<file path="config.mk">
export PLATFORM = sky130hd
export DESIGN_NAME = instr_fetch_queue
export DESIGN_NICKNAME = d
export VERILOG_FILES = /design/src/rtl/ifq_pkg.sv /design/src/rtl/ifq_fifo.sv /design/src/rtl/instr_fetch_queue.sv
export SDC_FILE = /design/constraint.sdc
export NUM_CORES = 1
export LEC_CHECK = 0
export BUFFER_PORTS_ARGS = -buffer_cell sky130_fd_sc_hd__buf_2
export CORE_MARGIN = 3
export CORE_UTILIZATION = 55
export DETAILED_ROUTE_END_ITERATION = 12
export GPL_TIMING_DRIVEN = 1
export PLACE_DENSITY = 0.73
export SKIP_LAST_GASP = 1
export SYNTH_ARGS = -nofsm -noshare
export SYNTH_HDL_FRONTEND = slang
export SYNTH_SLANG_ARGS = --single-unit
</file>
<file path="constraint.sdc">
create_clock -name clk -period 5.9 [get_ports clk]
set_input_delay 1.18 -clock clk [delete_from_list [all_inputs] [get_ports clk]]
set_output_delay 1.18 -clock clk [all_outputs]
set_load 0.03 [all_outputs]
</file>
<file path="src/rtl/ifq_pkg.sv">
// Shared types and constants for the instruction fetch queue.
//   INST_W / ADDR_W : instruction and word-address widths
//   DEF_RESET_PC    : default first fetch address
//   ifq_entry_t     : prefetch FIFO entry {pc, inst}
package ifq_pkg;

   localparam int INST_W = 16;
   localparam int ADDR_W = 16;

   localparam logic [ADDR_W-1:0] DEF_RESET_PC = 16'h0000;

   typedef struct packed {
      logic [ADDR_W-1:0] pc;
      logic [INST_W-1:0] inst;
   } ifq_entry_t;

endpackage

</file>
<file path="src/rtl/ifq_fifo.sv">
// Prefetch FIFO for the instruction fetch queue.
// DEPTH entries (power of 2), pointers wrap through the natural index width.
// Ports:
//   clk, rst          clock, async active-high reset
//   i_push / i_data   write an entry (ignored on flush)
//   i_pop             remove head (ignored when empty or on flush)
//   i_flush           empty the FIFO; has priority over push/pop
//   o_head            current head; holds the last head while empty
//   o_count           number of valid entries
//   o_full / o_empty  status flags
module ifq_fifo
   import ifq_pkg::*;
#(
   parameter int DEPTH = 4
) (
   input  logic                   clk,
   input  logic                   rst,
   input  logic                   i_push,
   input  ifq_entry_t             i_data,
   input  logic                   i_pop,
   input  logic                   i_flush,
   output ifq_entry_t             o_head,
   output logic [$clog2(DEPTH):0] o_count,
   output logic                   o_full,
   output logic                   o_empty
);

   localparam int PW = $clog2(DEPTH);

   ifq_entry_t    r_mem [DEPTH];
   ifq_entry_t    r_last;
   logic [PW-1:0] r_wr_ptr;
   logic [PW-1:0] r_rd_ptr;
   logic [PW:0]   r_count;

   logic w_do_push;
   logic w_do_pop;

   assign o_empty   = (r_count == '0);
   assign o_full    = (r_count == (PW+1)'(DEPTH));
   assign o_count   = r_count;
   assign w_do_push = i_push && !i_flush;
   assign w_do_pop  = i_pop && !o_empty && !i_flush;

   // Stale array contents must never leak out once the FIFO drains,
   // so an empty FIFO presents the last head it actually had.
   assign o_head = o_empty ? r_last : r_mem[r_rd_ptr];

   always_ff @(posedge clk) begin
      if (w_do_push) begin
         r_mem[r_wr_ptr] <= i_data;
      end
   end

   always_ff @(posedge clk or posedge rst) begin
      if (rst) begin
         r_wr_ptr <= '0;
         r_rd_ptr <= '0;
         r_count  <= '0;
         r_last   <= '0;
      end else begin
         if (!o_empty) begin
            r_last <= r_mem[r_rd_ptr];
         end
         if (i_flush) begin
            r_wr_ptr <= '0;
            r_rd_ptr <= '0;
            r_count  <= '0;
         end else begin
            if (w_do_push) r_wr_ptr <= r_wr_ptr + PW'(1);
            if (w_do_pop)  r_rd_ptr <= r_rd_ptr + PW'(1);
            case ({w_do_push, w_do_pop})
               2'b10:   r_count <= r_count + (PW+1)'(1);
               2'b01:   r_count <= r_count - (PW+1)'(1);
               default: r_count <= r_count;
            endcase
         end
      end
   end

endmodule

</file>
<file path="src/rtl/instr_fetch_queue.sv">
// Instruction fetch stage: sequential word-address generation, credit-based
// request issue to instruction memory, in-order response buffering and
// branch-redirect flush with discard of in-flight responses.
// Ports:
//   clk, rst                          clock, async active-high reset
//   imem_req_valid/ready, imem_addr   fetch request channel
//   imem_rsp_valid, imem_rsp_data     in-order response channel (no backpressure)
//   redir_valid, redir_pc             branch redirect
//   inst_valid/ready, inst_data/pc    instruction to decode
// Build option: IFQ_BYPASS_EN routes a response straight to inst_* when the
// FIFO is empty (zero-cycle latency); undefined, inst_* come only from the FIFO.
module instr_fetch_queue
   import ifq_pkg::*;
#(
   parameter int                DEPTH    = 4,
   parameter logic [ADDR_W-1:0] RESET_PC = DEF_RESET_PC
) (
   input  logic              clk,
   input  logic              rst,
   output logic              imem_req_valid,
   input  logic              imem_req_ready,
   output logic [ADDR_W-1:0] imem_addr,
   input  logic              imem_rsp_valid,
   input  logic [INST_W-1:0] imem_rsp_data,
   input  logic              redir_valid,
   input  logic [ADDR_W-1:0] redir_pc,
   output logic              inst_valid,
   input  logic              inst_ready,
   output logic [INST_W-1:0] inst_data,
   output logic [ADDR_W-1:0] inst_pc
);

   localparam int CW = $clog2(DEPTH) + 1;
   localparam logic [CW:0] LIMIT = (CW+1)'(DEPTH);

   logic [ADDR_W-1:0] r_fetch_pc;
   logic [ADDR_W-1:0] r_rsp_pc;
   logic [CW-1:0]     r_outstanding;
   logic [CW-1:0]     r_drop_cnt;

   logic              w_accept;
   logic              w_keep;
   logic              w_push;
   logic              w_pop;
   logic [CW:0]       w_in_use;
   logic [CW-1:0]     w_fifo_count;
   logic              w_fifo_full;
   logic              w_fifo_empty;
   ifq_entry_t        w_fifo_head;
   ifq_entry_t        w_rsp_entry;

   // Every issued request already owns a FIFO slot, which is why the
   // response channel never needs backpressure.
   assign w_in_use       = {1'b0, r_outstanding} + {1'b0, w_fifo_count};
   assign imem_req_valid = !rst && !redir_valid && (w_in_use < LIMIT);
   assign imem_addr      = r_fetch_pc;
   assign w_accept       = imem_req_valid && imem_req_ready;

   assign w_keep      = imem_rsp_valid && (r_drop_cnt == '0) && !redir_valid;
   assign w_rsp_entry = '{pc: r_rsp_pc, inst: imem_rsp_data};
   assign w_pop       = inst_ready && !w_fifo_empty;

`ifdef IFQ_BYPASS_EN
   logic w_bypass;
   assign w_bypass   = w_keep && w_fifo_empty;
   assign inst_valid = !w_fifo_empty || w_bypass;
   assign inst_data  = w_bypass ? imem_rsp_data : w_fifo_head.inst;
   assign inst_pc    = w_bypass ? r_rsp_pc      : w_fifo_head.pc;
   assign w_push     = w_keep && !w_fifo_full && !(w_bypass && inst_ready);
`else
   assign inst_valid = !w_fifo_empty;
   assign inst_data  = w_fifo_head.inst;
   assign inst_pc    = w_fifo_head.pc;
   assign w_push     = w_keep && !w_fifo_full;
`endif

   ifq_fifo #(.DEPTH(DEPTH)) u_fifo (
      .clk     (clk),
      .rst     (rst),
      .i_push  (w_push),
      .i_data  (w_rsp_entry),
      .i_pop   (w_pop),
      .i_flush (redir_valid),
      .o_head  (w_fifo_head),
      .o_count (w_fifo_count),
      .o_full  (w_fifo_full),
      .o_empty (w_fifo_empty)
   );

   always_ff @(posedge clk or posedge rst) begin
      if (rst) begin
         r_fetch_pc    <= RESET_PC;
         r_rsp_pc      <= RESET_PC;
         r_outstanding <= '0;
         r_drop_cnt    <= '0;
      end else begin
         case ({w_accept, imem_rsp_valid})
            2'b10:   r_outstanding <= r_outstanding + CW'(1);
            2'b01:   r_outstanding <= r_outstanding - CW'(1);
            default: r_outstanding <= r_outstanding;
         endcase

         if (redir_valid) begin
            r_fetch_pc <= redir_pc;
            r_rsp_pc   <= redir_pc;
            // No request is accepted this cycle, so what remains in flight
            // after the edge is outstanding less any response arriving now.
            r_drop_cnt <= r_outstanding - CW'(imem_rsp_valid);
         end else begin
            if (w_accept) r_fetch_pc <= r_fetch_pc + ADDR_W'(1);
            if (w_keep)   r_rsp_pc   <= r_rsp_pc + ADDR_W'(1);
            if (imem_rsp_valid && (r_drop_cnt != '0)) begin
               r_drop_cnt <= r_drop_cnt - CW'(1);
            end
         end
      end
   end

endmodule

</file>
; ---- Yosys cells after proc, flatten, opt, wreduce, memory -nomap -nowiden
; Memory sizes are Yosys's and may differ from the RTL's.
; Cells that the tools add are included.
; W data, S select, Z words.
[op_classes]
magnitude_cmp = 1
n_reduce_logical = 25
muxes = 16
n_eq_ne = 5
addsub = 11
[ops]
columns = operator, count
row1 = $mux W16, 4
row2 = $add A16 B1 Y16 const B, 2
row3 = $mux W32, 1
row4 = $pmux W3 S2, 2
row5 = $reduce_bool A2 Y1, 6
row6 = $logic_and A1 B1 Y1, 11
row7 = $mux W3, 3
row8 = $sub A3 B1 Y3 const B, 3
row9 = $mux W2, 4
row10 = $add A3 B1 Y3 const B, 2
row11 = $logic_not A3 Y1, 2
row12 = $reduce_bool A3 Y1, 2
row13 = $add A2 B1 Y2 const B, 2
row14 = $add A3 B3 Y4, 1
row15 = $eq A2 B1 Y1 const B, 2
row16 = $eq A2 B2 Y1 const B, 2
row17 = $logic_not A1 Y1, 4
row18 = $lt A4 B3 Y1 const B, 1
row19 = $eq A3 B3 Y1 const B, 1
row20 = $sub A3 B1 Y3, 1
row21 = $mux W1, 2
[word_totals]
ram_bits = 128
mem_count = 1
reg_bits = 77
elab_cells = 68
out_inout_bits = 50
in_bits = 38
[mem_list]
columns = memory, words, width, rd, rd_clocked_by_memory_dff, wr, line
row1 = u_fifo.r_mem, 4, 32, 1, 0, 1, ifq_fifo.sv:30  ; ifq_entry_t r_mem [DEPTH];

; ---- Logic depth before layout (Yosys ltp)
[logic_depth]
depth_word = 8
ltp_mapped = 12
mapped_depth_nobuf = 10

; ---- Modules after synthesis
; From an unflattened synthesis, not the netlist that was laid out.
[hier_totals]
hier_cells = 615
hier_area_um2 = 8653.3
[by_module_without_submodules]
columns = module, cells_per_inst, instances, seq_area_each_um2, area_each_um2
row1 = ifq_fifo, 358, 1, 4819.6, 6321.1
row2 = instr_fetch_queue, 257, 1, 950.9, 2332.2

; ---- Worst setup path after synthesis
; OpenSTA, ideal clock, no wires.
[synth_timing]
path_kind = input -> register
from = input imem_rsp_valid
to = memory u_fifo.r_mem[0][0] in the netlist's numbering, enable pin
setup_ns = 0.392
required_ns = 5.508
setup_slack_ns = 2.916
t_arrival_ns = 2.592
n_path_buf = 1
stages = 4
path_cell_list = nand3b_4 > a211oi_4 > buf_6 > and2_1
[synth_between]
elab_chain_cells = 6
[synth_lines]
columns = element, line
row1 = from (decl), instr_fetch_queue.sv:23  ; input logic imem_rsp_valid,
row2 = $logic_and A1 B1 Y1 (2 in series), instr_fetch_queue.sv:59  ; assign w_keep = imem_rsp_valid && (r_drop_cnt == '0) && !redir_valid;
row3 = $logic_and A1 B1 Y1, instr_fetch_queue.sv:74  ; assign w_push = w_keep && !w_fifo_full;
row4 = $logic_and A1 B1 Y1, ifq_fifo.sv:42  ; assign w_do_push = i_push && !i_flush;
row5 = $mux W1, ifq_fifo.sv:50  ; if (w_do_push) begin
row6 = $mux W1 (not written as such), ifq_fifo.sv:51  ; r_mem[r_wr_ptr] <= i_data;
row7 = to (decl), ifq_fifo.sv:30
; Every way passes these cells.

; ---- Worst setup path in the final report
[layout_timing]
from = register u_fifo.r_rd_ptr[0]
to = output inst_pc[12]
[layout_between]
elab_chain_cells = 2
[layout_lines]
columns = element, line
row1 = from (decl), ifq_fifo.sv:33  ; logic [PW-1:0] r_rd_ptr;
row2 = from (signal assigned), ifq_fifo.sv:71  ; if (w_do_pop) r_rd_ptr <= r_rd_ptr + PW'(1);
row3 = $mem_v2 Z4 W32, n/a
row4 = $mux W32, ifq_fifo.sv:47  ; assign o_head = o_empty ? r_last : r_mem[r_rd_ptr];
row5 = to (decl), instr_fetch_queue.sv:30  ; output logic [ADDR_W-1:0] inst_pc
; Every way passes these cells.

==> qor.yml <==
crit_arrival_ps: 2670
drt_wl_total_um: 15500
vdd_drop_max_mv: 0.266
die_w_um: 130
place_ws_ps: 2200
hpwlAfterDp_um: 9770
drv_slew: 0
slowest_delay_ps: 630
vias: 4591
post_cts_buffers: 0
cpMaxStageDelayCell: "dfrtp_2"
coreArea_sq_um: 14800
tightest_slew_ps: 903
fp.dieH_um: 130
power_density_nw_per_um2: 481
leakagePower_nw: 3.65
yosys_warnings: 0
max_freq_ghz: 0.260
layout_setup_ws_ps: 2050
crit_chain: "buf_4 > mux4_2 > mux2_2 > buf_2"
syn_area_per_cell_sq_um: 16.6
cts_buffers: 21
antenna_cells: 0
setup_viol: 0
multi_input_area_sq_um: 2510
mostFrequentLayoutCell: "edfxtp_1"
rows: 44
worstSetupPathType: "reg2out"
clk_latency_ps: 480
htree_levels: 1
place_congestion: 0.858
drv_cap: 0
filler_cell_count: 1056
synth-seq-cells: 205
clockBufferDepth: 3
synthCells: 510
async_reset_ff_frac: 0.376
area_delta_synth_final_pct: 14.4
yosysSeqAreaShare: 0.683
hold_violations: 0
post_drt_wl_per_cell_um: 19.4
fin_crit_ps: 3850
io_buffers: 87
fin_crit_sh: 0.653
synth_cell_types: 47
numClockSinks: 205
cts_hold_buffers: 0
nNetsFinal: 655
grt_max_degree: 55
skew_ps: 13.4
rsz0062_at_grt: "no"
clkSlewWorstSetupHoldPaths_ps: 60
worst_setup_path_end_kind: "output port"
drt-vias-per-instance: 5.74
ys.flop_type: "edfxtp_1"
seq_area_sq_um: 5770
path_max_fanout: 22
status: "finished clean"
initial_core_util: 0.572
synth.cell_area_sq_um: 8450
relSlewSlack: 0.398
synth_nets: 563
ctsResizeCount: 0
start_kind: "register"
setup_tns_ps: 0
cts_tree: "built"
ant_nets: 0
required_ps: 4720
layout_common_cells: "edfxtp_1 (128), buf_2 (87), dfrtp_1 (76)"
first_pass_iters: 4
grt-ovfl-total: 0
grt_pass1_vias: 4851
layout-drive-gt1-share: 0.338
fin_util: 0.655
cts-root-buf: "clkbuf_16"
hp-class: "reg2reg"
dpl_cell_area_sq_um: 9020
io_pins: 88
antenna_found_initial: 0
die_area_sq_um: 16900
final_area_sq_um: 9660
grt_pass1_wl_um: 25000
drc: 0
drt_iter0_drc: 293
gr-usage-all-layers: 0.191
synth_edf_count: 128
[synthesized netlist by cell type, drive strengths merged, types with 4 or more instances]
cell type,instances,area (sq um)
and2,5,31.3
buf,16,105
nand4,7,43.8
o311ai,5,43.8
o21ai,27,139
nand2,34,135
xor2,19,174
ha,13,163
a21oi,4,20.0
nor3,7,40.0
xnor2,7,61.3
nor2,23,86.3
mux2,37,417
and3,4,26.3
mux4,32,721
a31oi,4,25.0
clkbuf,5,18.8
nand3,17,85.1
dfrtp,77,1930
edfxtp,128,3840
mux2i,4,40.0
inv,12,47.6
[state kept, by name, summed over array words and instances (netlist names)]
signal           flops
imem_addr           16
r_rsp_pc            16
u_fifo.r_wr_ptr      2
u_fifo.o_count       3
u_fifo.r_last       32
u_fifo.r_rd_ptr      2
r_drop_cnt           3
u_fifo.r_mem       128
r_outstanding        3
[per-stage QoR]
step                std cells  hold slack, ps  power (mW)
finish                    800             493        4.64
global route              800             508        4.89
CTS                       800             496        4.70
detailed placement        763             481        3.47
global placement          763             480        3.42
floorplan                 510             468        3.09
[power by group]
group          internal (mW)  leakage (nW)  total, mW  switching (mW)
Sequential              1.75          2.08       1.88           0.136
Combinational          0.588          1.26       1.53           0.941
Clock                  0.728         0.310       1.23           0.502
[routing by layer]
metal | GRT usage | up-vias | wire (um)
met5 | 0 | - | 0
met4 | 0.0440 | 0 | 242
met3 | 0.0344 | 20 | 908
met2 | 0.322 | 136 | 7710
met1 | 0.265 | 2319 | 6660
li1 | - | 2116 | -
[worst max-delay path: cells and delay by family (launching register included)]
| kind | cells | cell delay (ps) |
|---|---|---|
| buffers and inverters | 2 | 660 |
| DFF | 1 | 630 |
| muxes | 2 | 880 |
[cell type report]
cell class | instances | area share
clock buffer | 32 | 0.0608
clock inverter | 5 | 0.00544
inverter | 12 | 0.00505
multi-input combinational | 272 | 0.260
sequential | 205 | 0.598
tap | 184 | 0.0238
timing repair buffer | 90 | 0.0474
[path summary, 6_finish.rpt]
path,from,to,slack (ps),cells past startpoint
max in group asynchronous,rst,u_fifo.r_rd_ptr[0]$_DFFE_PP0P_,4120,3
min reg2reg,u_fifo.r_last[16]$_DFF_PP0_,u_fifo.r_last[16]$_DFF_PP0_,490,1
max reg2reg,u_fifo.o_count[0]$_DFFE_PP0P_,u_fifo.o_count[2]$_DFFE_PP0P_,3160,7
max,u_fifo.r_rd_ptr[0]$_DFFE_PP0P_,inst_pc[12],2050,4
min in group asynchronous,rst,u_fifo.o_count[2]$_DFFE_PP0P_,690,2
min,u_fifo.r_last[16]$_DFF_PP0_,u_fifo.r_last[16]$_DFF_PP0_,490,1
[logic make-up (layout without fill, tap and decap cells)]
group / Yosys count / in the layout / share of synthesized area
DFF: 205 / 205 / 0.683
and+or+nand+nor: 109 / 109 / 0.0683
buffers and inverters: 33 / 139 / 0.0203
xor gates and xnor gates: 26 / 26 / 0.0279
AOI/OAI and AO/OA: 49 / 49 / 0.0369
adders and majority gates: 15 / 15 / 0.0240
muxes: 73 / 73 / 0.139
(Power assumes the default switching activity.)
